==> src/rtl/i2c_arb_pkg.sv <==
// Shared definitions for the I2C bus arbiter and its bus monitor.
// Contents: engine command encodings, arbiter state encodings, requester limit.
// Ports: none (package).
package i2c_arb_pkg;

  // Largest supported requester count; NREQ must stay within 2..NREQ_MAX.
  localparam int NREQ_MAX = 4;

  typedef enum logic [2:0] {
    CMD_START     = 3'd0,
    CMD_WRITE     = 3'd1,
    CMD_READ_ACK  = 3'd2,
    CMD_READ_NACK = 3'd3,
    CMD_STOP      = 3'd4
  } i2c_cmd_e;

  typedef enum logic [1:0] {
    IDLE      = 2'd0,
    WAIT_FREE = 2'd1,
    GRANT     = 2'd2,
    RELEASE   = 2'd3
  } arb_state_e;

endpackage

==> src/rtl/i2c_bus_monitor.sv <==
// Purpose: watches the shared SCL/SDA lines for START/STOP and qualifies a free bus.
// Latency: one clk after the clk_en sample that shows the START/STOP/free condition.
// Backpressure: none; a passive observer sampled only on i_clk_en.
// Ports: clk/rst; i_clk_en sample tick; i_scl/i_sda synchronized bus levels;
//        o_bus_busy between START and STOP; o_bus_free after FREE_TICKS idle-high ticks.
module i2c_bus_monitor #(
  parameter int FREE_TICKS = 8
) (
  input  logic clk,
  input  logic rst,
  input  logic i_clk_en,
  input  logic i_scl,
  input  logic i_sda,
  output logic o_bus_busy,
  output logic o_bus_free
);

  localparam int CW = $clog2(FREE_TICKS + 1);

  logic          r_sda_d;
  logic          r_busy;
  logic [CW-1:0] r_cnt;
  logic          w_start;
  logic          w_stop;

  // SDA edges only count as conditions while SCL is high.
  assign w_start = i_clk_en && i_scl && r_sda_d && !i_sda;
  assign w_stop  = i_clk_en && i_scl && !r_sda_d && i_sda;

  always_ff @(posedge clk or posedge rst) begin
    if (rst) begin
      r_sda_d <= 1'b1;
      r_busy  <= 1'b0;
      r_cnt   <= '0;
    end else if (i_clk_en) begin
      r_sda_d <= i_sda;
      if (w_start) begin
        r_busy <= 1'b1;
      end else if (w_stop) begin
        r_busy <= 1'b0;
      end
      // The tick carrying the STOP still sees busy, so qualification starts after it.
      if (!r_busy && i_scl && i_sda) begin
        if (r_cnt != CW'(FREE_TICKS)) begin
          r_cnt <= r_cnt + CW'(1);
        end
      end else begin
        r_cnt <= '0;
      end
    end
  end

  assign o_bus_busy = r_busy;
  assign o_bus_free = !r_busy && (r_cnt == CW'(FREE_TICKS));

endmodule

==> src/rtl/i2c_bus_arbiter.sv <==
// Purpose: round-robin sharing of one byte-level I2C master engine, whole START..STOP transactions.
// Latency: grant 2 clk after req when the bus is already free; command/response mux is combinational.
// Backpressure: granted rq_cmd_ready follows eng_cmd_ready, all others held at 0.
// Ports: clk/rst, clk_en + scl_i/sda_i bus sampling, req/gnt, per-requester command in /
//        response out, shared engine command out / response in, bus_busy.
// Optional: define I2C_ARB_TIMEOUT_EN for a grant watchdog and the timeout_o port.
module i2c_bus_arbiter
  import i2c_arb_pkg::*;
#(
  parameter int NREQ          = 2,
  parameter int FREE_TICKS    = 8,
  parameter int TIMEOUT_TICKS = 4096
) (
  input  logic              clk,
  input  logic              rst,
  input  logic              clk_en,
  input  logic              scl_i,
  input  logic              sda_i,
  input  logic [NREQ-1:0]   req,
  output logic [NREQ-1:0]   gnt,
  input  logic [NREQ-1:0]   rq_cmd_valid,
  input  logic [3*NREQ-1:0] rq_cmd,
  input  logic [8*NREQ-1:0] rq_cmd_data,
  output logic [NREQ-1:0]   rq_cmd_ready,
  output logic [NREQ-1:0]   rq_rsp_valid,
  output logic [7:0]        rsp_data,
  output logic              rsp_nack,
  output logic              eng_cmd_valid,
  output logic [2:0]        eng_cmd,
  output logic [7:0]        eng_cmd_data,
  input  logic              eng_cmd_ready,
  input  logic              eng_rsp_valid,
  input  logic [7:0]        eng_rsp_data,
  input  logic              eng_rsp_nack,
`ifdef I2C_ARB_TIMEOUT_EN
  output logic [NREQ-1:0]   timeout_o,
`endif
  output logic              bus_busy
);

  localparam int IW = $clog2(NREQ);

  arb_state_e      r_state;
  arb_state_e      w_state_nxt;
  logic [NREQ-1:0] r_gnt;
  logic [IW-1:0]   r_win;
  logic [IW-1:0]   r_ptr;
  logic            r_inject;
  logic [IW-1:0]   w_pick;
  logic            w_bus_free;
  logic            w_inj;
  logic            w_to;
  logic            w_hs;

  // First asserted request at or after the pointer, wrapping modulo NREQ.
  function automatic logic [IW-1:0] rr_pick(input logic [NREQ-1:0] r, input logic [IW-1:0] p);
    logic [IW-1:0] w;
    int            idx;
    w = p;
    for (int k = NREQ - 1; k >= 0; k--) begin
      idx = (int'(p) + k) % NREQ;
      if (r[idx]) w = IW'(idx);
    end
    return w;
  endfunction

  i2c_bus_monitor #(.FREE_TICKS(FREE_TICKS)) u_mon (
    .clk        (clk),
    .rst        (rst),
    .i_clk_en   (clk_en),
    .i_scl      (scl_i),
    .i_sda      (sda_i),
    .o_bus_busy (bus_busy),
    .o_bus_free (w_bus_free)
  );

  assign w_pick   = rr_pick(req, r_ptr);
  assign gnt      = r_gnt;
  assign rsp_data = eng_rsp_data;
  assign rsp_nack = eng_rsp_nack;
  assign w_hs     = eng_cmd_valid && eng_cmd_ready;

  always_comb begin
    w_state_nxt   = r_state;
    w_inj         = 1'b0;
    eng_cmd_valid = 1'b0;
    eng_cmd       = rq_cmd[3*int'(r_win) +: 3];
    eng_cmd_data  = rq_cmd_data[8*int'(r_win) +: 8];
    rq_cmd_ready  = '0;
    rq_rsp_valid  = '0;
    case (r_state)
      IDLE: begin
        if (|req) w_state_nxt = WAIT_FREE;
      end
      WAIT_FREE: begin
        if (!(|req))         w_state_nxt = IDLE;
        else if (w_bus_free) w_state_nxt = GRANT;
      end
      GRANT: begin
        rq_rsp_valid = r_gnt & {NREQ{eng_rsp_valid}};
        // Once started, the injected STOP is held until accepted even if req returns.
        w_inj = r_inject || !req[r_win] || w_to;
        if (w_inj) begin
          eng_cmd_valid = 1'b1;
          eng_cmd       = CMD_STOP;
          if (eng_cmd_ready) w_state_nxt = RELEASE;
        end else begin
          eng_cmd_valid = rq_cmd_valid[r_win];
          rq_cmd_ready  = r_gnt & {NREQ{eng_cmd_ready}};
          if (eng_cmd_valid && eng_cmd_ready && (eng_cmd == CMD_STOP)) w_state_nxt = RELEASE;
        end
      end
      RELEASE: begin
        // The STOP response still belongs to the granted requester.
        rq_rsp_valid = r_gnt & {NREQ{eng_rsp_valid}};
        if (eng_rsp_valid) w_state_nxt = IDLE;
      end
      default: w_state_nxt = IDLE;
    endcase
  end

  always_ff @(posedge clk or posedge rst) begin
    if (rst) begin
      r_state  <= IDLE;
      r_gnt    <= '0;
      r_win    <= '0;
      r_ptr    <= '0;
      r_inject <= 1'b0;
    end else begin
      r_state  <= w_state_nxt;
      r_inject <= w_inj && !eng_cmd_ready;
      if ((r_state == WAIT_FREE) && (|req) && w_bus_free) begin
        r_win <= w_pick;
        r_gnt <= NREQ'(1) << w_pick;
      end
      if ((r_state == RELEASE) && eng_rsp_valid) begin
        r_gnt <= '0;
        r_ptr <= (r_win == IW'(NREQ - 1)) ? '0 : r_win + IW'(1);
      end
    end
  end

`ifdef I2C_ARB_TIMEOUT_EN
  localparam int WD_W = $clog2(TIMEOUT_TICKS + 1);

  logic [WD_W-1:0] r_wd;
  logic [NREQ-1:0] r_timeout;

  // Fires once per grant; afterwards r_inject keeps the STOP going.
  assign w_to = (r_state == GRANT) && clk_en && !r_inject &&
                (r_wd == WD_W'(TIMEOUT_TICKS - 1));

  always_ff @(posedge clk or posedge rst) begin
    if (rst) begin
      r_wd      <= '0;
      r_timeout <= '0;
    end else begin
      r_timeout <= w_to ? r_gnt : '0;
      if ((r_state != GRANT) || w_hs) begin
        r_wd <= '0;
      end else if (clk_en) begin
        r_wd <= r_wd + WD_W'(1);
      end
    end
  end

  assign timeout_o = r_timeout;
`else
  assign w_to = 1'b0;
`endif

endmodule

==> config.mk <==
export PLATFORM = sky130hd
export DESIGN_NAME = i2c_bus_arbiter
export DESIGN_NICKNAME = d
export VERILOG_FILES = /design/src/rtl/i2c_arb_pkg.sv /design/src/rtl/i2c_bus_monitor.sv /design/src/rtl/i2c_bus_arbiter.sv
export SDC_FILE = /design/constraint.sdc
export NUM_CORES = 1
export LEC_CHECK = 0
export BUFFER_PORTS_ARGS = -buffer_cell sky130_fd_sc_hd__buf_2
export CORE_MARGIN = 2
export CORE_UTILIZATION = 44
export DETAILED_ROUTE_END_ITERATION = 16
export PLACE_DENSITY_LB_ADDON = 0.25
export RECOVER_POWER = 50
export SLEW_MARGIN = 5
export SYNTH_ARGS = -nofsm -noshare
export SYNTH_HDL_FRONTEND = slang
export SYNTH_HIERARCHICAL = 1
export SYNTH_SLANG_ARGS = --single-unit
==> constraint.sdc <==
create_clock -name clk -period 3.9 [get_ports clk]
set_input_delay 0.78 -clock clk [delete_from_list [all_inputs] [get_ports clk]]
set_output_delay 0.78 -clock clk [all_outputs]
set_load 0.02 [all_outputs]
# Yosys cells after proc, flatten, opt, wreduce, memory -nomap -nowiden
# Cells that the tools add are included.
[word_totals] latchBits=0 rom_bits=0 ram_bits=0 out_inout_bits=28 mem_count=0 regBits=13
[op_classes] reduce_logical=28 shifts=3 bitwise_logic=3 n_eq_ne=12 div=0 order_cmp=3 mux=34 multipliers=1 add_sub_neg=3
[ops] op="$mux W2" count=12
[ops] op="$mux W1" count=17
[ops] op="$shiftx A16 B5 Y8" count=1
[ops] op="$logic_and A1 B1 Y1" count=14
[ops] op="$ne A3 B3 Y1 const B" count=3
[ops] op="$mux W4" count=2
[ops] op="$pmux W2 S4" count=1
[ops] op="$mux W3" count=2
[ops] op="$ne A2 B2 Y1 const B" count=3
[ops] op="$shiftx A6 B4 Y3" count=1
[ops] op="$logic_not A1 Y1" count=5
[ops] op="$reduce_and A5 Y1" count=1
[ops] op="$add A4 B1 Y4 const B" count=1
[ops] op="$and A2 B2 Y2" count=2
[ops] op="$eq A2 B2 Y1 const B" count=2
[ops] op="$eq A4 B4 Y1 const B" count=1
[ops] op="$lt A1 B2 Y1 const B" count=2
[ops] op="$ne A4 B4 Y1 const B" count=1
[ops] op="$reduce_and A2 Y1" count=2
[ops] op="$reduce_bool A2 Y1" count=2
[ops] op="$reduce_or A2 Y1" count=2
[ops] op="$eq A3 B3 Y1 const B" count=1
[ops] op="$lt A2 B3 Y1 const B" count=1
[ops] op="$mul A2 B1 Y3 const A" count=1
[ops] op="6 further kinds" count=7

# Depth between registers and ports, before layout
# Gate-level depths: netlist (run 1).
[logic_depth] ltp_word=10 mapped_depth=7 ltp_nobuf=7

# By module
# Netlist (run 1), hierarchy kept.
[modules_own_cells] module="i2c_bus_arbiter" n_inst=1 seq_area_each_um2=175.2 cells_each=72 area_per_inst_um2=655.6
[modules_own_cells] module="i2c_bus_monitor" n_inst=1 seq_area_each_um2=151.4 cells_each=34 area_per_inst_um2=346.6

# Least setup slack after synthesis (run 1)
# OpenSTA, ideal clock, no wires.
[synth_timing] kind="input to output" from="input req[1]" to="output eng_cmd[0]" slack_ns=1.761 cell_stages=3 required_time_ns=3.120 arrival_time_ns=1.359 n_path_buf=0 path_cell_list="mux2i_1 > o21ba_1 > nor2_1"
[synth_between] elab_chain_len=6
[synth_lines] element="from (decl)" line="i2c_bus_arbiter.sv:19" source="input logic [NREQ-1:0] req,"
[synth_lines] element="$mux W1 (implied by the code) (2 in a row)" line="i2c_bus_arbiter.sv:102" source="w_inj = r_inject || !req[r_win] || w_to;"
[synth_lines] element="$logic_not A1 Y1" line="i2c_bus_arbiter.sv:102"
[synth_lines] element="$logic_or A1 B1 Y1" line="i2c_bus_arbiter.sv:102"
[synth_lines] element="$mux W3" line="i2c_bus_arbiter.sv:103" source="if (w_inj) begin"
[synth_lines] element="$mux W3" line="i2c_bus_arbiter.sv:91" source="case (r_state)"
[synth_lines] element="to (decl)" line="i2c_bus_arbiter.sv:29" source="output logic [2:0] eng_cmd,"
# No other way between the ends. The select of a mux whose other input is x is not followed.

# Final worst setup path (run 1)
[layout_timing] from="register r_win" to="output rq_cmd_ready[0]"
[layout_between] elab_chain_len=6
[layout_lines] element="from (decl)" line="i2c_bus_arbiter.sv:46" source="logic [IW-1:0] r_win;"
[layout_lines] element="from (signal assigned)" line="i2c_bus_arbiter.sv:133" source="r_win <= w_pick;"
[layout_lines] element="$mux W1 (implied by the code) (2 in a row)" line="i2c_bus_arbiter.sv:102"
[layout_lines] element="$logic_not A1 Y1" line="i2c_bus_arbiter.sv:102"
[layout_lines] element="$logic_or A1 B1 Y1" line="i2c_bus_arbiter.sv:102"
[layout_lines] element="$mux W2" line="i2c_bus_arbiter.sv:103"
[layout_lines] element="$mux W2" line="i2c_bus_arbiter.sv:91"
[layout_lines] element="to (decl)" line="i2c_bus_arbiter.sv:24" source="output logic [NREQ-1:0] rq_cmd_ready,"
# No other way between the ends. The select of a mux whose other input is x is not followed.

==> metrics.md, run 1 <==
| Metric | Value |
|---|---|
| Netlist Area Pre-Place | `1000 sq um` |
| CP Depth | `4` |
| P per Cell Area | `267 nW/um^2` |
| VDD IR max | `0.000184 V` |
| Max incr delay on CP | `0.78 ns` |
| WP buf/inv | `1` |
| Drt initial violations | `4` |
| Initial antenna violation count | `0` |
| Syn-to-layout area delta | `23.1%` |
| Fin util | `56.3%` |
| Most common cell after layout, fill and taps aside | `buf_2` |
| Post-CTS Hold Buffers | `0` |
| Setup_tns | `0 ns` |
| TritonCTS clock tree | `done` |
| Most frequent cells in the layout | `buf_2 (49), dfrtp_1 (12), inv_1 (10)` |
| Post-Synth Adder-Cell Area | `2.50%` |
| Mapped Nets | `150` |
| Worst path slowest cell | `dfrtp_1` |
| Combinational share of power | `27.2%` |
| Largest family of logic cells by synthesized area | `simple AND/OR/NAND/NOR gates` |
| Actual slew at the worst max-slew pin | `0.671 ns` |
| First drt pass iteration count | `4` |
| Diode count | `0` |
| Leak | `0.682 nW` |
| Final worst path period need | `2.64 ns` |
| Die ar. | `2680 sq um` |
| Worst r2r dst | `gnt[0]` |
| # setup viols final | `0` |
| Reg-to-reg startpoint | `u_mon/r_cnt[0]` |
| Via/cell ratio | `5.12` |
| # IOs | `70` |
| Synth cell types | `39` |
| Cell taking the most area after synthesis | `dfrtp_1` |
| Final hold vios | `0` |
| FF-to-FF setup slack | `2.15 ns` |
| Xor/xnor share of the synthesized area | `0%` |
| Sink Count | `13` |
| CTS max path bufs | `2` |
| Worst Reg-to-Reg Cells | `7` |
| CTS Root Cell | `clkbuf_4` |
| Placed inst area | `1210 sq um` |
| Antenna-violating nets left | `0` |
| Register area share after synthesis | `32.6%` |
| Rel. slew slack | `55.3%` |
| RSZ-0062 raised after global routing | `no` |
| P_int | `229 uW` |
| I/O Buffers | `51` |
| Synth Area in Compound Gates | `14.2%` |
| CP cell instances | `mux2i_1 > nor3_2 > and3_1 > buf_2` |
| Flop and latch count out of synthesis | `13` |
| Pin count of the biggest net entering global routing | `19` |
| Max-cap viol count | `0` |
| P_sw | `101 uW` |
| Ys flop type | `dfrtp_1` |
| DIE HEIGHT | `51.7 um` |
| Tot GR Track Use | `16.4%` |
| Fin nets | `194` |
| Post-synth EDFFs | `0` |
| Total power | `330 uW` |
| Simple-Gate Fraction of Synth Area | `22.6%` |
| Post-DP HPWL | `1800 um` |
| First-pass GRT wire length | `3350 um` |
| Area share of the largest cell type after synthesis | `30.0%` |
| Vias post-DR | `907` |
| Pins Over Slew Limit | `0` |
| Top delay family on crit path | `flip-flops` |
| Tightest Hold Check Type | `in -> async` |
| Kind of critical path | `reg -> out` |
| Mapped Cells | `106` |
| H-tree depth | `1` |
| Crit path max fanout | `18` |
| Core area | `2190 sq um` |
| Ys Warns | `6` |
| Placer Congestion | `0.736` |
| Final Cycle Share | `67.8%` |
| Number of remaining DRC errors | `0` |
| Switching share of total power | `30.5%` |
| Critical path capture point type | `primary output` |
| Layout cells sized above 1 | `41.6%` |
| FFs w/ async S/R, synth | `100%` |
| Clock power frac | `23.7%` |
| Reg clk slew, reported paths | `0.07 ns` |
| Sequential share of power | `49.1%` |
| DR WL/cell | `12.0 um` |
| Initial Util | `45.7%` |
| CP Launch Type | `register` |
| TritonCTS Buffers | `3` |
| Number of global-route vias before repair | `806` |
| Core Rows | `17` |
| CP Data Required Time | `3.12 ns` |
| Fmax | `378 MHz` |
| Design Area, Final | `1230 sq um` |
| Die Span X | `51.7 um` |
| Mux cell area share after synthesis | `16.1%` |
| Grt ovf | `0` |
| Post-CTS sizing | `0` |
| Post-CTS setup buffers | `0` |
| CP arrival | `1.86 ns` |
| Routed WL | `2130 um` |
| Fillcell total | `193` |
| Clock skew | `0.00271 ns` |
| Status | `finished clean` |
| Worst-skew pair later-pin latency | `0.26 ns` |
| Leading post-synthesis cells by cell area | `dfrtp_1 (30%), mux2_1 (9.0%), buf_4 (6.7%)` |
| Syn_area_per_cell | `9.45 sq um` |
layout make-up:
cell class                      instances  area (sq um)  area share, %
Multi-Input combinational cell         71           556           45.0
Inverter                               10          37.5           3.04
Tap cell                               28          35.0           2.84
Timing Repair Buffer                   51           253           20.5
Sequential cell                        13           327           26.5
Clock buffer                            4          26.3           2.13
worst reg2reg max path, delay by kind of cell (launching register included):
family | cells | cell delay, ns
DFF | 1 | 0.42
and+or+nand+nor | 4 | 0.88
adders and majority gates | 1 | 0.15
buffers and inverters | 1 | 0.07
AOI/OAI and AO/OA | 1 | 0.14
power by group through the flow:
stage                     logic [mW]  registers (mW)  clock network [mW]
final                         0.0898           0.162              0.0780
after global routing          0.0998           0.164              0.0869
after CTS                     0.0915           0.162              0.0830
after detailed placement      0.0912           0.165                   0
after global placement        0.0882           0.164                   0
after floorplan               0.0659           0.165                   0
layer usage:
layer	part of all wire (%)	routed length, um	GRT usage (%)	vias to the layer above
li1	-	-	-	451
met1	42	886	19.6	431
met2	54	1150	29.1	23
met3	3.8	81	4.02	2
met4	0.19	4	4.82	0
met5	0	0	0	-
synthesized netlist by cell type, types with 2 or more instances:
cell type / count
nand3_1: 3
mux2i_1: 6
a21oi_1: 2
mux2_1: 8
and3_2: 2
ha_1: 2
nor2_1: 8
buf_4: 9
nand3b_1: 2
inv_1: 10
nand3b_4: 2
o21ai_0: 4
nand2b_1: 2
nand2_1: 5
a31oi_1: 2
o2bb2ai_1: 2
and3_1: 3
dfrtp_1: 12
buf_2: 2
worst max-delay path by stage:
stage | start | end | slack (ns)
6_report | r_win | rq_cmd_ready[0] | 1.26
5_1_grt | r_win | rq_cmd_ready[1] | 1.15
4_1_cts | r_win | rq_cmd_ready[0] | 1.26
3_5_place_dp | req[1] | rq_cmd_ready[0] | 1.53
3_3_place_gp | req[1] | rq_cmd_ready[0] | 1.57
2_1_floorplan | req[1] | eng_cmd[0] | 1.76
kinds of logic after synthesis:
group | Yosys count
AND/OR/NAND/NOR | 34
buffers and inverters | 22
AO/OA/AOI/OAI | 20
multiplexers | 15
flip-flops | 13
adder cells (fa/ha/maj) | 2
state kept, by name, summed over array words and instances, names as in the netlist, named ones only:
| register | count |
|---|---|
| r_inject | 1 |
| r_ptr | 1 |
| r_win | 1 |
| u_mon/r_sda_d | 1 |
| r_state | 1 |
| u_mon/o_bus_busy | 1 |
| gnt | 2 |
| u_mon/r_cnt | 4 |
metrics by stage:
| step | worst slack, ns | hold slack, ns | std cells |
|---|---|---|---|
| finish | 1.26 | 0.427 | 177 |
| global route | 1.15 | 0.436 | 177 |
| floorplan | 1.76 | 0.469 | 106 |
| CTS | 1.26 | 0.429 | 177 |
| detailed placement | 1.53 | 0.514 | 173 |
| global placement | 1.57 | 0.498 | 173 |
Power figures use the tool's default switching activity.
==> run 2: changes to the inputs <==
Settings changed: CORE_UTILIZATION 44 to 41.
Clock period 3.9 ns to 2.8 ns, I/O delays scaled along.
==> run 2 against run 1 <==
Effect of this change:
- clock skew increased by 0.0025 ns
- flip-flop and latch count unchanged
- first-iteration DRC count increased by 25%
- register-to-register slack got worse by 1.1 ns
- sequential share of layout area unchanged
- worst hold slack got worse by 0.23 ns
- final cell count unchanged
- critical endpoint unchanged
- largest cell class unchanged
==> metrics.md, run 2 (synthesis gave the netlist of run 1 again) <==
| Metric | Value |
|---|---|
| Post-CTS Hold Buffers | `0 (unchanged)` |
| CTS Root Cell | `clkbuf_4` |
| Initial Util | `44.5% (-1.3 points)` |
| DR WL/cell | `12.7 um (+5.8%)` |
| RSZ-0062 raised after global routing | `no` |
| H-tree depth | `1 (unchanged)` |
| Status | `finished clean` |
| CP Data Required Time | `2.24 ns (-0.88 ns)` |
| First drt pass iteration count | `4 (unchanged)` |
| Final Cycle Share | `86.3%` |
| Worst-skew pair later-pin latency | `0.27 ns (about the same)` |
| Post-CTS sizing | `0 (unchanged)` |
| Antenna-violating nets left | `0 (unchanged)` |
| Max reg flops | `4 (unchanged)` |
| VDD IR max | `0.000263 V (+43%)` |
| TritonCTS Buffers | `3 (unchanged)` |
| Core Rows | `17 (unchanged)` |
| Placer Congestion | `0.855 (+16%)` |
| Actual slew at the worst max-slew pin | `0.683 ns (+0.0118 ns)` |
| Leak | `0.681 nW (-0.21%)` |
| Largest Register | `u_mon/r_cnt` |
| Critical path capture point type | `primary output` |
| Syn-to-layout area delta | `23.1% (unchanged)` |
| Routed WL | `2250 um (+5.8%)` |
| I/O Buffers | `51 (unchanged)` |
| CTS max path bufs | `2 (unchanged)` |
| Worst Reg-to-Reg Cells | `7 (unchanged)` |
| Tightest Hold Check Type | `in -> async` |
| Fmax | `414 MHz` |
| Initial antenna violation count | `0 (unchanged)` |
| Layout cells sized above 1 | `41.6% (unchanged)` |
| CP Launch Type | `register` |
| Final worst path period need | `2.42 ns` |
| P per Cell Area | `373 nW/um^2 (+40%)` |
| Hold Slack | `0.199 ns (-0.228 ns)` |
| # setup viols final | `0 (unchanged)` |
| Sink Count | `13 (unchanged)` |
| Final hold vios | `0 (unchanged)` |
| Most common cell after layout, fill and taps aside | `buf_2` |
| Clock skew | `0.00517 ns (+0.00246 ns)` |
| Fillcell total | `224 (+16%)` |
| Number of remaining DRC errors | `0 (unchanged)` |
| TritonCTS clock tree | `done` |
| # IOs | `70 (unchanged)` |
| First-pass GRT wire length | `3430 um (+2.5%)` |
| Most frequent cells in the layout | `buf_2 (49), dfrtp_1 (12), inv_1 (10)` |
| Pins Over Slew Limit | `0 (unchanged)` |
| Reg clk slew, reported paths | `0.08 ns (about the same)` |
| Tot GR Track Use | `16.4% (-0.041 points)` |
| Setup_tns | `0 ns (unchanged)` |
| Post-DP HPWL | `1880 um (+4.3%)` |
| Crit path max fanout | `18 (unchanged)` |
| CP arrival | `1.86 ns (about the same)` |
| Max-cap viol count | `0 (unchanged)` |
| DIE HEIGHT | `53.4 um (+3.3%)` |
| Die Span X | `53.4 um (+3.3%)` |
| Post-CTS setup buffers | `0 (unchanged)` |
| Drt initial violations | `5 (+1)` |
| Pin count of the biggest net entering global routing | `19 (unchanged)` |
| Fin nets | `194 (unchanged)` |
| Die ar. | `2860 sq um (+6.7%)` |
| Via/cell ratio | `5.14 (+0.22%)` |
| Kind of critical path | `reg -> out` |
| Vias post-DR | `909 (+0.22%)` |
| Grt ovf | `0 (unchanged)` |
| Core area | `2250 sq um (+2.9%)` |
| Diode count | `0 (unchanged)` |
| Number of global-route vias before repair | `802 (-0.50%)` |
| Rel. slew slack | `54.5% (-0.78 points)` |
==> run 2: cell type report <==
class	count	area (sq um)	share of cell area [%]
clock buffers	4	26.3	2.13
inverters	10	37.5	3.04
multi-input cells	71	556	45.0
flip-flops and latches	13	327	26.5
well taps	28	35.0	2.84
repair buffers	51	253	20.5
==> run 2: routing by layer <==
| layer | share of wire (%) | vias to the layer above | GRT usage, % | wire (um) |
|---|---|---|---|---|
| li1 | - | 452 | - | - |
| met1 | 39 | 426 | 17.0 | 881 |
| met2 | 53 | 27 | 31.7 | 1200 |
| met3 | 6.6 | 4 | 3.11 | 149 |
| met4 | 0.85 | 0 | 5.98 | 19 |
| met5 | 0 | - | 0 | 0 |
==> run 2: power by group <==
| group | leakage, nW | internal [mW] | switching [mW] |
|---|---|---|---|
| clock | 0.0150 | 0.0550 | 0.0550 |
| sequential | 0.169 | 0.205 | 0.0205 |
| combinational | 0.497 | 0.0584 | 0.0667 |
==> run 2: critical path: stages, from the launching register on <==
cell     delay (ns)
dfrtp_1        0.79
mux2i_1        0.39
nor3_2         0.09
and3_1         0.18
buf_2          0.15
==> run 2: path summary, 6_finish.rpt <==
| check | start | endpoint | slack [ns] |
|---|---|---|---|
| worst min-delay path | rst | u_mon/r_cnt[2] | 0.20 |
| min in group clk | eng_cmd_ready | r_inject | 0.49 |
| worst min register to register | u_mon/r_cnt[3] | u_mon/r_cnt[3] | 0.52 |
| worst max register to register | u_mon/r_cnt[0] | gnt[0] | 1.01 |
| max in group asynchronous | rst | u_mon/r_sda_d | 2.35 |
| worst max-delay path | r_win | rq_cmd_ready[0] | 0.38 |
==> run 2: stage by stage <==
stage	power [mW]	utilization [%]	std cells	worst slack, ns	cell area (sq um)
after floorplan	0.321	-	106	1.05	1000
after global placement	0.352	53.7	173	0.730	1210
after detailed placement	0.357	53.7	173	0.658	1210
after CTS	0.468	54.8	177	0.373	1240
after global routing	0.491	54.7	177	0.261	1230
final	0.461	54.7	177	0.384	1230
